### src/rtl/fetch_pkg.sv
// Shared types and constants for the instruction fetch front end.
package fetch_pkg;

    typedef enum logic [1:0] {
        BOOT  = 2'd0,
        RUN   = 2'd1,
        FLUSH = 2'd2
    } fetch_state_e;

    localparam logic [31:0] NOP_INSTR = 32'h0000_0000;
    localparam logic [31:0] PC_STEP   = 32'd4;

    typedef struct packed {
        logic [31:0] instr;
        logic [31:0] pc4;
    } fetch_entry_t;

    // Bits needed to count 0..depth inclusive.
    function automatic int unsigned cnt_width(input int unsigned depth);
        return $clog2(depth + 1);
    endfunction

endpackage

### src/rtl/fetch_fifo.sv
// Fetched-instruction FIFO with a registered head entry (zero when empty).
module fetch_fifo
    import fetch_pkg::*;
#(
    parameter  int unsigned DEPTH = 4,
    localparam int unsigned PW    = $clog2(DEPTH),
    localparam int unsigned CW    = cnt_width(DEPTH)
) (
    input  logic          clk,
    input  logic          reset,
    input  logic          push_i,
    input  fetch_entry_t  wdata_i,
    input  logic          pop_i,
    input  logic          clear_i,
    output logic          head_valid_o,
    output fetch_entry_t  head_o,
    output logic [CW-1:0] occ_o
);

    fetch_entry_t  mem_q [DEPTH];
    logic [PW-1:0] rd_q, rd_d;
    logic [PW-1:0] wr_q, wr_d;
    logic [CW-1:0] occ_q, occ_d;
    logic          head_valid_q, head_valid_d;
    fetch_entry_t  head_q, head_d;
    logic          do_pop;

    // Next pointers/occupancy and the head entry as seen after this edge.
    always_comb begin
        do_pop       = pop_i && (occ_q != '0);
        rd_d         = rd_q;
        wr_d         = wr_q;
        occ_d        = occ_q;
        head_valid_d = 1'b0;
        head_d       = '0;
        if (clear_i) begin
            rd_d  = '0;
            wr_d  = '0;
            occ_d = '0;
        end else begin
            if (push_i) wr_d = wr_q + PW'(1);
            if (do_pop) rd_d = rd_q + PW'(1);
            occ_d = occ_q + CW'(push_i) - CW'(do_pop);
            if (occ_d != '0) begin
                head_valid_d = 1'b1;
                // The word being written becomes head when nothing older remains.
                head_d = (push_i && (occ_q == CW'(do_pop))) ? wdata_i : mem_q[rd_d];
            end
        end
    end

    always_ff @(posedge clk) begin
        if (!reset) begin
            rd_q         <= '0;
            wr_q         <= '0;
            occ_q        <= '0;
            head_valid_q <= 1'b0;
            head_q       <= '0;
        end else begin
            rd_q         <= rd_d;
            wr_q         <= wr_d;
            occ_q        <= occ_d;
            head_valid_q <= head_valid_d;
            head_q       <= head_d;
        end
    end

    always_ff @(posedge clk) begin
        if (push_i && !clear_i) mem_q[wr_q] <= wdata_i;
    end

    assign head_valid_o = head_valid_q;
    assign head_o       = head_q;
    assign occ_o        = occ_q;

endmodule

### src/rtl/fetch_queue.sv
// Instruction fetch front end: PC ownership, imem request/response, fetch FIFO, redirect flush.
// Optional FETCH_QUEUE_PERF_EN adds stall/flush performance counters.
module fetch_queue
    import fetch_pkg::*;
#(
    parameter int unsigned DEPTH    = 4,
    parameter logic [31:0] RESET_PC = 32'h0000_0000
) (
    input  logic        clk,
    input  logic        reset,
    output logic        imem_req,
    output logic [31:0] imem_addr,
    input  logic        imem_gnt,
    input  logic        imem_rvalid,
    input  logic [31:0] imem_rdata,
    input  logic        redirect,
    input  logic [31:0] redirect_pc,
    output logic        id_valid,
    output logic [31:0] id_instr,
    output logic [31:0] id_pc4,
    input  logic        id_ready
`ifdef FETCH_QUEUE_PERF_EN
    ,
    output logic [31:0] perf_stall_cnt,
    output logic [15:0] perf_flush_cnt
`endif
);

    localparam int unsigned CW = cnt_width(DEPTH);
    localparam int unsigned SW = CW + 1;

    fetch_state_e  state_q, state_d;
    logic [31:0]   pc_q, pc_d;
    logic [CW-1:0] out_q, out_d;
    logic          req_q, req_d;
    logic          fire, rsp, pop, push, clear;
    logic [CW-1:0] occ, occ_next;
    logic [31:0]   target_pc, rsp_pc;
    fetch_entry_t  push_entry, head;
    logic          head_valid;

    assign target_pc = redirect_pc & ~32'd3;
    // Registered request is masked while a redirect is present so the stale PC is never granted.
    assign imem_req  = req_q && !redirect;
    assign imem_addr = pc_q;
    assign fire      = imem_req && imem_gnt;
    assign rsp       = imem_rvalid && (out_q != '0);
    assign pop       = head_valid && id_ready;

    // Requests are sequential, so the oldest in-flight address trails pc by the outstanding count.
    assign rsp_pc     = pc_q - (32'(out_q) << 2);
    assign push_entry = '{instr: imem_rdata, pc4: rsp_pc + PC_STEP};

    always_comb begin
        state_d = state_q;
        pc_d    = pc_q;
        push    = 1'b0;
        clear   = 1'b0;
        out_d   = out_q + CW'(fire) - CW'(rsp);
        case (state_q)
            BOOT: begin
                state_d = RUN;
                if (redirect) pc_d = target_pc;
            end
            RUN: begin
                if (redirect) begin
                    clear   = 1'b1;
                    pc_d    = target_pc;
                    state_d = (out_d == '0) ? RUN : FLUSH;
                end else begin
                    push = rsp;
                    if (fire) pc_d = pc_q + PC_STEP;
                end
            end
            FLUSH: begin
                if (redirect) pc_d = target_pc;
                if (out_d == '0) state_d = RUN;
            end
            default: state_d = BOOT;
        endcase
        occ_next = clear ? '0 : (occ + CW'(push) - CW'(pop));
        req_d    = (state_d == RUN) && ((SW'(occ_next) + SW'(out_d)) < SW'(DEPTH));
    end

    always_ff @(posedge clk) begin
        if (!reset) begin
            state_q <= BOOT;
            pc_q    <= RESET_PC;
            out_q   <= '0;
            req_q   <= 1'b0;
        end else begin
            state_q <= state_d;
            pc_q    <= pc_d;
            out_q   <= out_d;
            req_q   <= req_d;
        end
    end

    fetch_fifo #(.DEPTH(DEPTH)) u_fifo (
        .clk          (clk),
        .reset        (reset),
        .push_i       (push),
        .wdata_i      (push_entry),
        .pop_i        (pop),
        .clear_i      (clear),
        .head_valid_o (head_valid),
        .head_o       (head),
        .occ_o        (occ)
    );

    assign id_valid = head_valid;
    assign id_instr = head.instr;
    assign id_pc4   = head.pc4;

`ifdef FETCH_QUEUE_PERF_EN
    logic [31:0] stall_cnt_q;
    logic [15:0] flush_cnt_q;

    // Starved-decode cycles outside BOOT, and every redirect seen.
    always_ff @(posedge clk) begin
        if (!reset) begin
            stall_cnt_q <= '0;
            flush_cnt_q <= '0;
        end else begin
            if ((state_q != BOOT) && !head_valid) stall_cnt_q <= stall_cnt_q + 32'd1;
            if (redirect) flush_cnt_q <= flush_cnt_q + 16'd1;
        end
    end

    assign perf_stall_cnt = stall_cnt_q;
    assign perf_flush_cnt = flush_cnt_q;
`endif

endmodule

### config.mk
export PLATFORM = sky130hd
export DESIGN_NAME = fetch_queue
export DESIGN_NICKNAME = d
export VERILOG_FILES = /design/src/rtl/fetch_pkg.sv /design/src/rtl/fetch_fifo.sv /design/src/rtl/fetch_queue.sv
export SDC_FILE = /design/constraint.sdc
export NUM_CORES = 1
export LEC_CHECK = 0
export CAP_MARGIN = 20
export CORE_MARGIN = 2
export CORE_UTILIZATION = 45
export DETAILED_ROUTE_END_ITERATION = 16
export PLACE_DENSITY = 0.7
export SETUP_SLACK_MARGIN = 0.4
export SLEW_MARGIN = 20
export SYNTH_ARGS = -nofsm -noshare
export SYNTH_HDL_FRONTEND = slang
export SYNTH_HIERARCHICAL = 1
export SYNTH_SLANG_ARGS = --single-unit
export TNS_END_PERCENT = 30
### constraint.sdc
create_clock -name clk -period 6.9 [get_ports clk]
set_input_delay 0.69 -clock clk [delete_from_list [all_inputs] [get_ports clk]]
set_output_delay 0.69 -clock clk [all_outputs]
set_load 0.005 [all_outputs]
==> run summary <==
Final Skew: 9.472 ps
Synth warnings: 6
Hold crit path type: reg2reg
Final Cycle Share: 55.59%
Final Hold Viols: 0
Final min period: 3835 ps
Share of cells above drive strength 1: 8.322%
TritonCTS buffer count: 38
Hold buffers post-CTS: 0
Area Overhead vs Synth: 20.25%
Slew HR: 29.91%
DR vias: 10585
Final ANT Viol Nets: 0
Number of global-route vias before repair: 10558
Antenna violations before repair: 0
Critical R2R Capture: u_fifo/head_o[55]
Vias/cell: 5.493
Core area: 35740 um^2
Number of synthesized flops with an enable pin: 256
CTS resizes: 0
Mapped Cells: 1271
Syn avg cell area: 12.88 um^2
Post-synth design cell area: 16380 um^2
Worst vdd ir: 0.0001579 V
Layout Nets: 1582
Max Cap Violations: 0
Drt drc: 0
Status: finished, final reports clean
Htree depth: 2
CTS clk-pin slew, worst paths: 60 ps
Critical Path RT: 7250 ps
WL/cell: 18.28 um
Worst Setup EP: u_fifo/head_o[55]
First-pass GRT wire length: 56.17 mm
CP Class: in2reg
Cell leakage power: 0.007763 uW
CTS tree: built
Reg2Reg Depth: 10
Yosys cell types: 80
Sequential area share after synthesis: 60.15%
Clock sink total: 364
DRT iter0 DRCs: 558
Die W: 194.8 um
WHS Path Cells: 2
# port buffers: 163
Synthesis-stage register bit count: 364
Clk buf depth: 3
Post-synth ARST share: 0%
Setup Fix Bufs, Post-CTS: 0
RD Place Congestion: 0.8795
Power density of the placed cells: 331.3 nW/um^2
Wirelength, routed: 35.23 mm
RSZ-0062 raised after global routing: no
Io pins: 168
Worst Setup End Kind: flop
Worst reg-to-reg setup slack: 3270 ps
CP Data Arrival Time: 4180 ps
Ys flop type: edfxtp_1
Crit-path max FO: 36
CP startpoint kind: input port
Critical path origin: id_ready
Die height: 194.8 um
Post-route cell area: 19690 um^2
DP Area: 18460 um^2
Clk Latency, worst-skew pair: 510 ps
Largest net degree at the start of global routing: 129
CTS root buffer: clkbuf_16
Sum of negative setup slack: 0 ps
# rows: 69
GRT overflow: 0
Final setup fails: 0
Worst-Margin Slew: 1051 ps
Detailed Place HPWL: 21.24 mm
Worst R2R Start: u_fifo/occ_o[1]
Drt pass-1 iters: 5
Total GRT Usage: 18.40%
Max Freq: 260.7 MHz
Ant diodes: 0
Die Area: 37930 um^2
Slew Limit Fails: 0
Starting Density: 45.82%
==> through the flow <==
stage	util [%]	power (uW)	std cells	hold slack (ps)	setup slack (ps)
floorplan	-	3983	1282	508.2	3113
global placement	51.65	4505	1859	523.3	2502
detailed placement	51.65	4548	1859	527.3	2444
CTS	55.09	6573	1927	541.1	3000
global route	55.09	6871	1927	575.8	2780
finish	55.09	6524	1927	550.1	3065
==> flip-flops by register name, summed over array words and instances (netlist names) <==
name and flops:
imem_addr 30, u_fifo/head_o 64, u_fifo/wr_q 2, u_fifo/rd_q 2
u_fifo/occ_o 3, out_q 3, u_fifo/mem_q 256, req_q 1
state_q 2, u_fifo/head_valid_o 1
==> metal layers <==
metal	GRT usage [%]	wire length, um	vias up
met5	0	0	-
met4	5.230	768	0
met3	2.672	1622	45
met2	29.80	16200	267
met1	25.89	16640	5160
li1	-	-	5113
==> power breakdown <==
| group | internal (uW) | switching, uW |
|---|---|---|
| Combinational | 668 | 1050 |
| Sequential | 2700 | 101 |
| Clock | 1210 | 803 |
==> worst min path at each step <==
stage / startpoint / to
after CTS: u_fifo/mem_q[3][22] / u_fifo/head_o[22]
after floorplan: u_fifo/mem_q[3][22] / u_fifo/head_o[22]
after global routing: u_fifo/mem_q[3][8] / u_fifo/head_o[8]
after global placement: u_fifo/mem_q[3][22] / u_fifo/head_o[22]
after detailed placement: u_fifo/mem_q[3][22] / u_fifo/head_o[22]
final: u_fifo/mem_q[3][22] / u_fifo/head_o[22]
==> Yosys cell counts, types with 18 or more instances <==
| cell type | number | area, um^2 |
|---|---|---|
| a21oi_1 | 76 | 380.4 |
| buf_2 | 18 | 90.09 |
| clkbuf_1 | 22 | 82.58 |
| dfxtp_1 | 108 | 2162 |
| edfxtp_1 | 256 | 7687 |
| ha_1 | 70 | 875.8 |
| inv_1 | 58 | 217.7 |
| mux2i_1 | 131 | 1311 |
| nand2_1 | 118 | 442.9 |
| nand3_1 | 22 | 110.1 |
| nor2_1 | 47 | 176.4 |
| o21ai_0 | 41 | 205.2 |
| o221ai_1 | 45 | 394.1 |
| o221ai_2 | 20 | 300.3 |
| xnor2_1 | 18 | 157.7 |
==> cell families after synthesis <==
logic type,synth area share [%]
compound gates,12.35
xor+xnor,1.864
fa+ha+maj,5.899
buf+inv,3.232
flops,60.15
mux,8.076
other cells,0.02290
simple gates,8.405
==> cells in the final DEF, fill, tap and decap left out, types with 12 or more instances in the layout <==
master	instances
edfxtp_1	256
clkdlybuf4s50_1	163
mux2i_1	131
nand2_1	118
dfxtp_1	108
a21oi_1	75
ha_1	70
inv_1	58
nor2_1	47
o221ai_1	45
o21ai_0	41
clkbuf_16	39
nand3_1	22
o221ai_2	20
xnor2_1	18
nor3_1	17
xor2_1	13
conb_1	12
==> worst max-delay path: stages <==
cell and delay, ps:
clkdlybuf4s50_1 440, and2_1 190, o31a_1 240, ha_1 260, inv_1 60, ha_1 160
fa_1 440, nor2_1 320, a21oi_4 120, nand3_4 470, buf_4 570, o221ai_1 200
==> cell type report <==
cell class,instances,area (um^2)
clock buffers,50,1037
clock inverters,18,193.9
fillers,3039,16050
inverters,59,221.5
multi-input cells,800,6078
flip-flops and latches,364,9849
well taps,461,576.8
repair buffers,175,1734
No activity file was read; power rests on OpenSTA's default activity.
